### config.mk
export PLATFORM = sky130hd
export DESIGN_NAME = imm_ext_pipe_flat
export DESIGN_NICKNAME = d
export VERILOG_FILES = /design/src/rtl/imm_ext_pipe_if.sv /design/src/rtl/imm_ext_pipe.sv /design/src/flat_wrapper.sv
export SDC_FILE = /design/constraint.sdc
export NUM_CORES = 1
export LEC_CHECK = 0
export BUFFER_PORTS_ARGS = -buffer_cell sky130_fd_sc_hd__clkbuf_2
export CORE_MARGIN = 5
export CORE_UTILIZATION = 35
export CTS_CLUSTER_SIZE = 20
export DETAILED_ROUTE_END_ITERATION = 12
export PLACE_DENSITY_LB_ADDON = 0.3
export SLEW_MARGIN = 20
export SYNTH_ARGS = -nofsm -noshare
export SYNTH_HDL_FRONTEND = slang
export SYNTH_SLANG_ARGS = --single-unit
### constraint.sdc
create_clock -name clk -period 2.1 [get_ports clk]
set_input_delay 0.21 -clock clk [delete_from_list [all_inputs] [get_ports clk]]
set_output_delay 0.21 -clock clk [all_outputs]
set_load 0.02 [all_outputs]
### src/rtl/imm_ext_pipe_if.sv
// imm_ext_pipe_if: producer-side and consumer-side stream signals of imm_ext_pipe.
interface imm_ext_pipe_if #(parameter int IN_W = 16, parameter int OUT_W = 32);
    logic in_valid, in_ready, out_valid, out_ready, out_neg, out_zero;
    logic [IN_W-1:0] in_imm;
    logic [1:0] in_mode, count;
    logic [OUT_W-1:0] out_imm;
    modport slave(input in_valid, in_imm, in_mode, out_ready,
                  output in_ready, out_valid, out_imm, out_neg, out_zero, count);
    modport master(output in_valid, in_imm, in_mode, out_ready,
                   input in_ready, out_valid, out_imm, out_neg, out_zero, count);
endinterface

### src/rtl/imm_ext_pipe.sv
// imm_ext_pipe: extends immediates on entry and buffers them in a 2-slot in-order FIFO.
module imm_ext_pipe #(parameter int IN_W = 16, parameter int OUT_W = 32) (
    input logic clk,
    input logic rst_n,
    input logic flush,
    imm_ext_pipe_if.slave bus
);
    localparam int PAD = OUT_W - IN_W;
    if (IN_W < 2 || OUT_W < IN_W + 2) begin : g_bad_widths
        $error("imm_ext_pipe: IN_W must be >= 2 and OUT_W >= IN_W + 2");
    end
    logic [OUT_W-1:0] sext, ext;
    logic [OUT_W-1:0] mem_q [2];
    logic [OUT_W-1:0] mem_d [2];
    logic wr_ptr_q, wr_ptr_d, rd_ptr_q, rd_ptr_d, push, pop;
    logic [1:0] count_q, count_d;
    always_comb begin
        sext = {{PAD{bus.in_imm[IN_W-1]}}, bus.in_imm};
        ext = bus.in_mode == 2'd0 ? sext :
              bus.in_mode == 2'd1 ? {{PAD{1'b0}}, bus.in_imm} :
              bus.in_mode == 2'd2 ? {bus.in_imm, {PAD{1'b0}}} :
                                    {sext[OUT_W-3:0], 2'b00};
        // flush wins over both sides of the handshake
        push = !flush && bus.in_valid && count_q != 2'd2;
        pop = !flush && bus.out_ready && count_q != 2'd0;
        mem_d = mem_q;
        if (push) mem_d[wr_ptr_q] = ext;
        wr_ptr_d = flush ? 1'b0 : wr_ptr_q ^ push;
        rd_ptr_d = flush ? 1'b0 : rd_ptr_q ^ pop;
        count_d = flush ? 2'd0 : count_q + {1'b0, push} - {1'b0, pop};
    end
    always_ff @(posedge clk or negedge rst_n) begin
        if (!rst_n) begin
            mem_q[0] <= '0;
            mem_q[1] <= '0;
            wr_ptr_q <= 1'b0;
            rd_ptr_q <= 1'b0;
            count_q <= 2'd0;
        end else begin
            mem_q <= mem_d;
            wr_ptr_q <= wr_ptr_d;
            rd_ptr_q <= rd_ptr_d;
            count_q <= count_d;
        end
    end
    assign bus.count = count_q;
    assign bus.in_ready = count_q != 2'd2;
    assign bus.out_valid = count_q != 2'd0;
    assign bus.out_imm = bus.out_valid ? mem_q[rd_ptr_q] : '0;
    assign bus.out_neg = bus.out_imm[OUT_W-1];
    assign bus.out_zero = bus.out_valid && bus.out_imm == '0;
endmodule
### src/flat_wrapper.sv
// flat-port wrapper written by rule: the top's interface ports become plain ports
module imm_ext_pipe_flat 
#(parameter int IN_W = 16, parameter int OUT_W = 32)
  (clk, rst_n, flush, bus_in_valid, bus_in_imm, bus_in_mode, bus_out_ready, bus_in_ready, bus_out_valid, bus_out_imm, bus_out_neg, bus_out_zero, bus_count);
  imm_ext_pipe_if #(.IN_W(IN_W), .OUT_W(OUT_W)) bus_i ();
  input logic clk;
  input logic rst_n;
  input logic flush;
  input wire logic [$bits(bus_i.in_valid)-1:0] bus_in_valid;
  input wire logic [$bits(bus_i.in_imm)-1:0] bus_in_imm;
  input wire logic [$bits(bus_i.in_mode)-1:0] bus_in_mode;
  input wire logic [$bits(bus_i.out_ready)-1:0] bus_out_ready;
  output wire logic [$bits(bus_i.in_ready)-1:0] bus_in_ready;
  output wire logic [$bits(bus_i.out_valid)-1:0] bus_out_valid;
  output wire logic [$bits(bus_i.out_imm)-1:0] bus_out_imm;
  output wire logic [$bits(bus_i.out_neg)-1:0] bus_out_neg;
  output wire logic [$bits(bus_i.out_zero)-1:0] bus_out_zero;
  output wire logic [$bits(bus_i.count)-1:0] bus_count;
  assign bus_i.in_valid = bus_in_valid;
  assign bus_i.in_imm = bus_in_imm;
  assign bus_i.in_mode = bus_in_mode;
  assign bus_i.out_ready = bus_out_ready;
  assign bus_in_ready = bus_i.in_ready;
  assign bus_out_valid = bus_i.out_valid;
  assign bus_out_imm = bus_i.out_imm;
  assign bus_out_neg = bus_i.out_neg;
  assign bus_out_zero = bus_i.out_zero;
  assign bus_count = bus_i.count;
  imm_ext_pipe #(.IN_W(IN_W), .OUT_W(OUT_W)) u_core (.clk(clk), .rst_n(rst_n), .flush(flush), .bus(bus_i));
endmodule
Word-level counts from Yosys, hierarchy flattened
Index checks and enable logic that the tools add are counted.
Storage, ports and cells
  logic and storage cells: 40
  memories kept: 0
  bits in registers: 68
  latch bits: 0
  memory bits (read-only): 0
  input bits: 23
  bits in writable memories: 0
Operators by class
  add/sub/neg operators: 2
  equal/unequal tests: 3
  mux-type cells: 13
  multiply operators: 0
  shift operators: 0
  $lt $le $gt $ge: 3
  div/mod/pow operators: 0
  reduce and logical (&&, ||, !) cells: 10
  bitwise logic cells: 4
Operators by type and width (count)
  two-way mux 32 bit: 7
  bitwise mux 64 bit: 1
  demux 32 bit (select 1 bit): 1
  logical NOT 32 bit: 1
  two-way mux 31 bit: 1
  logical AND 1 bit: 6
  greater-or-equal comparator 2 bit, second input constant: 2
  inverter 1 -> 2 bit: 2
  adder 2 x 1 -> 2 bit: 1
  equality test 2 x 1 -> 1 bit, second input constant: 1
  equality test 2 bit, second input constant: 1
  logical NOT 2 bit: 1
  < comparator 2 x 1 -> 1 bit, second input constant: 1
  two-way mux 1 bit: 2
  two-way mux 2 bit: 1
  inequality test 2 bit, second input constant: 1
  nonzero test 2 bit: 1
  subtractor 2 x 1 -> 2 bit: 1
  bitwise XOR 1 bit: 2
  logical NOT 1 bit: 1

Longest topological paths before layout
  word-level depth: 7
  depth in mapped cells: 9

Least setup slack after synthesis
No wires, ideal clock.
  kind: reg-to-reg
  start: register u_core.count_q[0], in the netlist u_core.bus.count[0]
  end: register u_core.mem_q[12] (netlist name)
  slack: -0.113 ns
  setup time: 0.137 ns
  cell stages (with the launch flop): 9
  arrival: 2.076 ns
  data required time: 1.963 ns
  clock period less this slack: 2.213 ns
  cell sequence: dfrtp_1 > inv_1 > nand2_1 > and3b_1 > ha_1 > clkbuf_1 > clkbuf_1 > clkbuf_1 > a21oi_1
On the way
  word-level cells in the longest chain between the ends: 2
RTL lines
  start, declared: RTL line imm_ext_pipe.sv:16  | logic [1:0] count_q, count_d;
  start signal, assigned: RTL line imm_ext_pipe.sv:43  | count_q <= count_d;
  inequality test 2 bit
  net bus_in_ready: RTL line flat_wrapper.sv:13  | output wire logic [$bits(bus_i.in_ready)-1:0] bus_in_ready;
  logical AND 1 bit: RTL line imm_ext_pipe.sv:24  | push = !flush && bus.in_valid && count_q != 2'd2;
  end signal, assigned: RTL line imm_ext_pipe.sv:40  | mem_q <= mem_d;
  end, declared: RTL line imm_ext_pipe.sv:13  | logic [OUT_W-1:0] mem_q [2];
The timed path passes the listed nets, and every way through them passes these cells.
A chain may end at the register's enable or synchronous reset.

Worst setup path after layout
  start: register u_core.rd_ptr_q
  end: output port bus_out_zero
On the way
  word-level cells in the longest chain between the ends: 7
RTL lines
  start, declared: RTL line imm_ext_pipe.sv:15  | logic wr_ptr_q, wr_ptr_d, rd_ptr_q, rd_ptr_d, push, pop;
  start signal, assigned: RTL line imm_ext_pipe.sv:42  | rd_ptr_q <= rd_ptr_d;
  inverter 1 -> 2 bit (not written as such): RTL line imm_ext_pipe.sv:49  | assign bus.out_imm = bus.out_valid ? mem_q[rd_ptr_q] : '0;
  two-way mux 32 bit (not written as such) (3 in a row): RTL line imm_ext_pipe.sv:49
  two-way mux 32 bit: RTL line imm_ext_pipe.sv:49
  logical NOT 32 bit: RTL line imm_ext_pipe.sv:51  | assign bus.out_zero = bus.out_valid && bus.out_imm == '0;
  logical AND 1 bit: RTL line imm_ext_pipe.sv:51
  end, declared: RTL line flat_wrapper.sv:17  | output wire logic [$bits(bus_i.out_zero)-1:0] bus_out_zero;
Every way passes these cells. The select of a mux whose other input is x is not followed.

==> impl_metrics.env <==
export IMPL_clk_pin_slew_ps=70
export IMPL_layout_drive_gt1_share_pct=26.92
export IMPL_critical_path_class="reg -> out"
export IMPL_ys_flop_type="dfrtp_1"
export IMPL_violations="negative setup slack"
export IMPL_final_cells=571
export IMPL_vdd_ir_drop_max_mv=0.4890
export IMPL_synth_top_cell_area_share_pct=50.31
export IMPL_grt_pass1_wl_um=15390
export IMPL_synth_seq_cells=68
export IMPL_period_needed_ps=2393
export IMPL_antenna_found_initial=0
export IMPL_synth_largest_area_cell="dfrtp_1"
export IMPL_cp_max_fo=6
export IMPL_dieHeight_um=108.3
export IMPL_cts_buffers=9
export IMPL_synth_edf_count=0
export IMPL_postSynthCellCount=364
export IMPL_path_cells="buf_6, mux2i_1, nor2_1, or4_1, and4b_1, clkbuf_8"
export IMPL_skew_ps=8.478
export IMPL_worstMarginPinSlew_ps=1067
export IMPL_ys_top_cells_by_area="dfrtp_1 50%, a21oi_1 11%, nor2_1 11%, mux2i_1 9.5%, a22oi_1 3.1%"
export IMPL_final_nets=465
export IMPL_synth_nets=391
export IMPL_rsz0062_at_grt="yes"
export IMPL_ys_types=31
export IMPL_rows=35
export IMPL_io_buffer_count=60
export IMPL_htree_levels=3
export IMPL_initial_utilization_pct=36.26
export IMPL_grt_overflow=0
export IMPL_min_path_type="in -> reg"
export IMPL_drc=0
export IMPL_crit_path_start_kind="flip-flop"
export IMPL_setup_tns_ps=-293.2
export IMPL_drt_pass1_iter_count=5
export IMPL_path_delay_family="simple AND/OR/NAND/NOR gates"
export IMPL_place_hpwl_um=6954
export IMPL_gp_congestion=0.7983
export IMPL_grt_start_max_net_pins=53
export IMPL_worst_slack_ps=-293.2
export IMPL_path_buf_inv=2
export IMPL_drt_initial_drc_count=189
export IMPL_clock_sinks=68
export IMPL_setup_violations=1
export IMPL_crit_required_ps=1890
export IMPL_synth_seq_area_share_pct=50.31
export IMPL_finalHoldViolations=0
export IMPL_synth_area_um2=3382
export IMPL_area_growth_pct=24.75
export IMPL_boundaryPins=61
export IMPL_ys_async_sr_fraction_pct=100.0
export IMPL_fillers=915
export IMPL_min_period_over_period_pct=114.0
export IMPL_cts_root_buf="clkbuf_8"
export IMPL_crit_path_max_incr_delay_ps=530
export IMPL_yosysWarnings=0
export IMPL_dieArea_um2=11730
export IMPL_avgSynthCellArea_um2=9.291
export IMPL_dp_cells=551
export IMPL_max_freq_ghz=0.4179
export IMPL_p_per_area_nw_per_um2=1281
export IMPL_clock_path_buffers=2
export IMPL_utilization_pct=45.23
export IMPL_grt_pass1_vias=2888
export IMPL_synth_common_cells="95 x nor2_1, 74 x a21oi_1, 68 x dfrtp_1"
export IMPL_tritoncts="built"
export IMPL_dr_total_vias=2940
export IMPL_grtUsageTotal_pct=17.16
export IMPL_coreArea_um2=9328
export IMPL_slew_headroom_pct=28.58
export IMPL_drv_cap=0
export IMPL_diodes=0
export IMPL_maxSlewViolCount=0
export IMPL_p_leak_nw=1.878
export IMPL_endpoint_kind="output port"
export IMPL_drt_total_wl_um=9588
export IMPL_arrival_ps=2180
export IMPL_synthMostInstantiatedCell="nor2_1"
export IMPL_die_w_um=108.3
export IMPL_drtAntennaViolNets=0
export IMPL_drt_vias_per_instance=5.149
export IMPL_clk_latency_ps=350
export IMPL_cp_slowest_cell="or4_1"
export IMPL_status="finished with violations"
export IMPL_routedWlPerCell_um=16.79
## metrics by stage
step                      setup slack [ps]  hold slack [ps]  power [W]  area [um^2]
after global placement              -16.52            187.7   0.004308         3941
after global routing                -393.0            96.61   0.005794         4219
after floorplan                     -33.69           -85.59   0.003561         3383
final                               -293.2            92.88   0.005406         4219
after CTS                           -312.9            83.93   0.005425         4192
after detailed placement            -62.33            185.0   0.004359         3941
## cell families after synthesis
| group | synth area share [%] |
|---|---|
| compound gates | 15.06 |
| xor+xnor | 0.7771 |
| fa+ha+maj | 1.480 |
| buf+inv | 4.180 |
| flops | 50.31 |
| mux | 12.13 |
| simple gates | 16.06 |
## cell usage in the layout, fill, tap and decap left out, types with 2 or more instances in the layout
cell type  instances
nor2_1            95
a21oi_1           74
dfrtp_1           66
clkbuf_2          59
mux2i_1           31
buf_4             23
a22oi_1           14
clkbuf_8          13
nor4_1             8
mux2_2             8
inv_1              5
nand2_1            5
nor2b_1            4
nand3_1            3
buf_6              3
buf_12             3
xor2_1             2
nor3_1             2
o21ai_0            2
ha_1               2
ha_2               2
clkinv_2           2
dfrtp_2            2
## cell type report
type,instances,area [um^2],share of cell area (%)
sequential,68,1704,40.39
tap,129,161.4,3.826
timing repair buffer,90,585.6,13.88
multi-input combinational,264,1570,37.22
inverter,5,18.77,0.4448
clock inverter,2,10.01,0.2372
clock buffer,13,168.9,4.004
## power breakdown
part / internal [W] / switching (W) / total [W]
logic: 0.000924 / 0.00122 / 0.00214
clock network: 0.000516 / 0.000481 / 0.000997
registers: 0.00184 / 0.000427 / 0.00226
## worst paths after layout
path                       cells past startpoint                            to                          start  slack (ps)
max                                            6                  bus_out_zero      u_core.rd_ptr_q$_DFF_PN0_        -290
min                                            2     u_core.rd_ptr_q$_DFF_PN0_                          flush          90
max reg2reg                                    7  u_core.mem_q[25]$_DFFE_PN0P_  u_core.bus.count[1]$_DFF_PN0_         220
min reg2reg                                    2   u_core.mem_q[5]$_DFFE_PN0P_    u_core.mem_q[5]$_DFFE_PN0P_         540
max in group asynchronous                      3     u_core.rd_ptr_q$_DFF_PN0_                          rst_n        1090
min in group asynchronous                      2  u_core.mem_q[46]$_DFFE_PN0P_                          rst_n         350
## metal layers
layer	GRT usage (%)	wire length, um
met4	6.583	121
met1	23.95	4366
met3	3.224	524
met2	26.42	4575
met5	0	0
## registers in the layout, summed over array words and instances (netlist names)
name and flops:
u_core.bus.count 2, u_core.mem_q 64, u_core.rd_ptr_q 1, u_core.wr_ptr_q 1
## timing repair
item / CTS / global route
endpoints found under the setup margin: 4 / 3
cloned: 0 / 0
resized for setup: 5 / 5
pin swaps: 1 / 0
hold endpoints to repair: 16 / 0
hold buffers: 1 / 0
buffers inserted: 5 / 0
Power figures use the tool's default switching activity.
